--- config.mk ---
export PLATFORM = sky130hd
export DESIGN_NAME = req_arb_4ch
export DESIGN_NICKNAME = d
export VERILOG_FILES = /design/src/rtl/req_arb_4ch.sv
export SDC_FILE = /design/constraint.sdc
export NUM_CORES = 1
export LEC_CHECK = 0
export ABC_AREA = 1
export CORE_UTILIZATION = 40
export DETAILED_ROUTE_END_ITERATION = 10
export DONT_BUFFER_PORTS = 1
export SETUP_SLACK_MARGIN = 0.3
export SYNTH_ARGS = -nofsm -noshare
export SYNTH_HDL_FRONTEND = slang
export SYNTH_SLANG_ARGS = --single-unit
export TNS_END_PERCENT = 30
--- constraint.sdc ---
create_clock -name clk -period 1.5 [get_ports clk]
set_clock_uncertainty 0.05 [all_clocks]
set_input_delay 0.3 -clock clk [delete_from_list [all_inputs] [get_ports clk]]
set_output_delay 0.3 -clock clk [all_outputs]
set_load 0.1 [all_outputs]
--- src/rtl/req_arb_4ch.sv ---
// req_arb_4ch -- four-channel request arbiter with ack/timeout handshake.
//
// Rising edges on req[3:0] latch pending bits. When idle, one pending
// channel is granted (gnt one-hot, gnt_vld high) until the consumer acks
// or TIMEOUT_CYC cycles pass without an ack; the pending bit of that
// channel is then cleared. At least one idle cycle separates grants.
//
// Ports:
//   clk      in   clock, rising edge
//   rst      in   synchronous active-high reset
//   req[3:0] in   level request lines
//   ack      in   consumer accepts current grant (ignored while idle)
//   gnt[3:0] out  registered one-hot grant or zero
//   gnt_vld  out  registered, high exactly when gnt != 0
//   timeout  out  registered one-cycle pulse on an unacknowledged expiry
//   pend[3:0]out  registered pending-request status
//
// Build option: define ROUND_ROBIN_EN for round-robin selection starting
// after the last granted channel; otherwise pend[3] has highest priority.
module req_arb_4ch #(
  parameter int unsigned TIMEOUT_CYC = 15
) (
  input  logic       clk,
  input  logic       rst,
  input  logic [3:0] req,
  input  logic       ack,
  output logic [3:0] gnt,
  output logic       gnt_vld,
  output logic       timeout,
  output logic [3:0] pend
);

  typedef enum logic {IDLE, GRANT} state_t;

  state_t      state_q, state_d;
  logic [3:0]  req_q;
  logic [3:0]  pend_q, pend_d;
  logic [3:0]  gnt_q, gnt_d;
  logic        vld_q, vld_d;
  logic        to_q, to_d;
  logic [7:0]  cnt_q, cnt_d;
  logic [3:0]  rise;
  logic [3:0]  clr;
  logic [3:0]  sel_oh;

  assign rise = req & ~req_q;

`ifdef ROUND_ROBIN_EN
  logic [1:0] ptr_q, ptr_d;
  logic [1:0] sel_idx;
  logic [1:0] idx;
  logic       found;

  // Search upward from the channel after the last grant, wrapping.
  always_comb begin
    sel_oh  = '0;
    sel_idx = ptr_q;
    found   = 1'b0;
    idx     = '0;
    for (int k = 1; k <= 4; k++) begin
      idx = ptr_q + 2'(k);
      if (!found && pend_q[idx]) begin
        found   = 1'b1;
        sel_idx = idx;
        sel_oh  = 4'(1) << idx;
      end
    end
  end
`else
  // Fixed priority: later (higher) indices overwrite, so pend[3] wins.
  always_comb begin
    sel_oh = '0;
    for (int i = 0; i < 4; i++)
      if (pend_q[i]) sel_oh = 4'(1) << i;
  end
`endif

  always_comb begin
    state_d = state_q;
    gnt_d   = gnt_q;
    vld_d   = vld_q;
    to_d    = 1'b0;
    cnt_d   = cnt_q;
    clr     = '0;
`ifdef ROUND_ROBIN_EN
    ptr_d   = ptr_q;
`endif
    unique case (state_q)
      IDLE: begin
        if (pend_q != '0) begin
          state_d = GRANT;
          gnt_d   = sel_oh;
          vld_d   = 1'b1;
          cnt_d   = '0;
`ifdef ROUND_ROBIN_EN
          ptr_d   = sel_idx;
`endif
        end
      end
      GRANT: begin
        // cnt_q holds the number of completed grant cycles before this one,
        // so this is the last permitted cycle when it reaches TIMEOUT_CYC-1.
        // Ack is checked first so it beats a coincident expiry.
        if (ack) begin
          clr     = gnt_q;
          state_d = IDLE;
          gnt_d   = '0;
          vld_d   = 1'b0;
        end else if (cnt_q == 8'(TIMEOUT_CYC - 1)) begin
          clr     = gnt_q;
          state_d = IDLE;
          gnt_d   = '0;
          vld_d   = 1'b0;
          to_d    = 1'b1;
        end else if (cnt_q != 8'hFF) begin
          cnt_d   = cnt_q + 8'd1;
        end
      end
      default: state_d = IDLE;
    endcase
    // A rise on a channel being cleared keeps it pending.
    pend_d = (pend_q & ~clr) | rise;
  end

  always_ff @(posedge clk) begin
    if (rst) begin
      state_q <= IDLE;
      req_q   <= '0;
      pend_q  <= '0;
      gnt_q   <= '0;
      vld_q   <= 1'b0;
      to_q    <= 1'b0;
      cnt_q   <= '0;
`ifdef ROUND_ROBIN_EN
      ptr_q   <= 2'd3;
`endif
    end else begin
      state_q <= state_d;
      req_q   <= req;
      pend_q  <= pend_d;
      gnt_q   <= gnt_d;
      vld_q   <= vld_d;
      to_q    <= to_d;
      cnt_q   <= cnt_d;
`ifdef ROUND_ROBIN_EN
      ptr_q   <= ptr_d;
`endif
    end
  end

  assign gnt     = gnt_q;
  assign gnt_vld = vld_q;
  assign timeout = to_q;
  assign pend    = pend_q;

endmodule
==> out/metrics.cfg <==
[synth]
syn-num-nets = 171
yosysUniqueCellTypes = 25
synth_enable_flop_cells = 0
avgSynthCellArea_um2 = 7.24
synthFlopType = dfxtp_1
ys_warn_count = 0
async_reset_ff_share_pct = 0
syn_inst = 162
seq_area_frac_synth_pct = 39.2
synth_seq_cells = 23
syn_area_um2 = 1170

[global_routing]
track_usage_pct = 18.6
grt_pass1_vias = 1020
antenna_found_initial = 0
grt_max_degree = 14
grt_first_pass_wirelength_um = 4640
overflow = 0

[sta]
worst_pin_slew_ns = 0.412
timing.hold.ws_ns = -0.0233
setup-tns-final_ns = 0
hold_viol_final = 8
post-route-period-util_pct = 90.5
relSlewSlack_pct = 72.5
maxSlewViolCount = 0
setup_violations = 0
fmaxAchievable_ghz = 0.736
timing.final.crit_period_ns = 1.36
rsz0062_at_grt = true

[flow_run]
cap_violations = 0

[place]
portBuffers = 0
place.gp.congestion = 0.857
hpwl_um = 1880

[finish]
mostFrequentLayoutCells = nand2_1 (35), inv_1 (19), nor2_1 (17), buf_4 (12), dfxtp_1 (10)
fin_nets = 189
area_growth_pct = 26.7
drive_gt1_share_pct = 37.4
diodes = 0
layout_commonest_cell = nand2_1

[worst_setup_path]
path_common_cell = nand3_4
cp_num_buf_inv = 0
slowest_delay_ns = 0.39
critPathRequiredTime_ns = 1.67
path_class = reg2reg
crit_family = simple AND/OR/NAND/NOR gates
cp_slowest_cell = dfxtp_4
end_kind = flop
cp_max_fo = 5
crit_chain = ha_2 > nand2_4 > nor2_4 > nand3_4 > nand3_4 > nand2_1 > o21ai_1 > nor2_1
crit_arrival_ns = 1.52
start_kind = flop

[drt]
vias = 1072
wl_per_cell_um = 13.0
drt_pass1_iterations = 4
drc = 0
routed_via_density = 5.10
ant_nets = 0
routed_wl_um = 2720
drtIter0Drc = 19

[clock_network]
cts_root_buf = clkbuf_4
clkTransAtPathRegs_ns = 0.12
cts_tree = built
clock_latency_ns = 0.30
numCtsBuffers = 3
clkSinkCount = 23
clock_path_buffers = 2
htreeDepth = 1

[power_and_ir_drop]
power_density_nw_per_um2 = 994
leakagePower_nw = 0.622
ir_drop_mv = 0.920

[hold_path]
min_path_type = in2reg

[floorplan]
initial_core_util_pct = 42.6
dieArea_um2 = 3150
core.rowCount = 19
core_area_um2 = 2760
dieWidth_um = 56.2
fp.dieH_um = 56.2
io_pins = 17

[run_status]
status = finished with violations
violations = hold timing

-- kinds of logic (layout without fill, tap and decap cells) --
group	after synthesis	count (layout)	synth area share [%]
AOI/OAI and AO/OA	22	22	10.9
xor gates and xnor gates	1	1	0.746
adders and majority gates	2	2	2.13
buffers and inverters	26	42	9.59
DFF	23	23	39.2
and+or+nand+nor	88	89	37.4
-- flip-flops by register name (all words and copies together) (netlist names) --
| register | count |
|---|---|
| gnt_vld | 1 |
| gnt | 4 |
| timeout | 1 |
| cnt_q | 8 |
| state_q | 1 |
| pend | 4 |
| req_q | 4 |
-- timing repair --
| item | 4_1_cts | 5_1_grt |
|---|---|---|
| hold endpoints to repair | 10 | 10 |
| gates resized for setup | 23 | 8 |
| gates cloned | 1 | 0 |
| pin swaps | 10 | 1 |
| buffers inserted | 3 | 1 |
| endpoints found under the setup margin | 28 | 27 |
-- report_power, final --
group | internal, mW | total [mW] | switching (mW)
clock | 0.0994 | 0.281 | 0.181
combinational | 0.153 | 0.509 | 0.356
sequential | 0.655 | 0.687 | 0.0318
total | 0.908 | 1.48 | 0.569
-- area by class of cell --
type	instances	area [um2]
Sequential cell	23	489
Clock buffer	3	22.5
Inverter	22	82.6
Clock inverter	1	5.00
Fill cell	265	1270
Timing Repair Buffer	16	135
Tap cell	31	38.8
Multi-Input combinational cell	114	713
-- path summary, 6_finish.rpt --
kind | to | slack, ns | startpoint | depth (start not counted)
max | cnt_q[1] | 0.14 | cnt_q[1] | 8
min | cnt_q[2] | -0.02 | rst | 1
max reg2reg | cnt_q[1] | 0.14 | cnt_q[1] | 8
min reg2reg | pend[0] | 0.37 | req_q[0] | 1
-- metal layers --
metal / vias to the layer above / global-route usage (%) / routed length [um]
li1: 546 / - / -
met1: 486 / 25.7 / 1270
met2: 34 / 29.6 / 1270
met3: 6 / 5.12 / 143
met4: 0 / 3.14 / 34
met5: - / 0 / 0
-- synthesized netlist by cell type, types with 3 or more instances --
cell type	n	share of area, %
a21oi_1	9	3.8
a21oi_2	3	2.2
dfxtp_1	23	39
inv_1	20	6.4
nand2_1	39	12
nand2_2	5	2.7
nand3_1	9	3.8
nor2_1	20	6.4
nor2_2	3	1.6
nor2_4	4	3.8
o21ai_0	6	2.6
-- metrics by stage --
| stage | cell area, um2 | cells | power (mW) | worst slack, ns | utilization (%) |
|---|---|---|---|---|---|
| floorplan | 1210 | 162 | 1.05 | 0.209 | - |
| global placement | 1310 | 201 | 1.12 | 0.0603 | 47.4 |
| detailed placement | 1310 | 201 | 1.13 | 0.0423 | 47.4 |
| CTS | 1450 | 209 | 1.46 | 0.171 | 52.5 |
| global route | 1490 | 210 | 1.56 | 0.0694 | 53.9 |
| finish | 1490 | 210 | 1.48 | 0.142 | 53.9 |
Note: power is estimated with default switching activity, not from simulation.
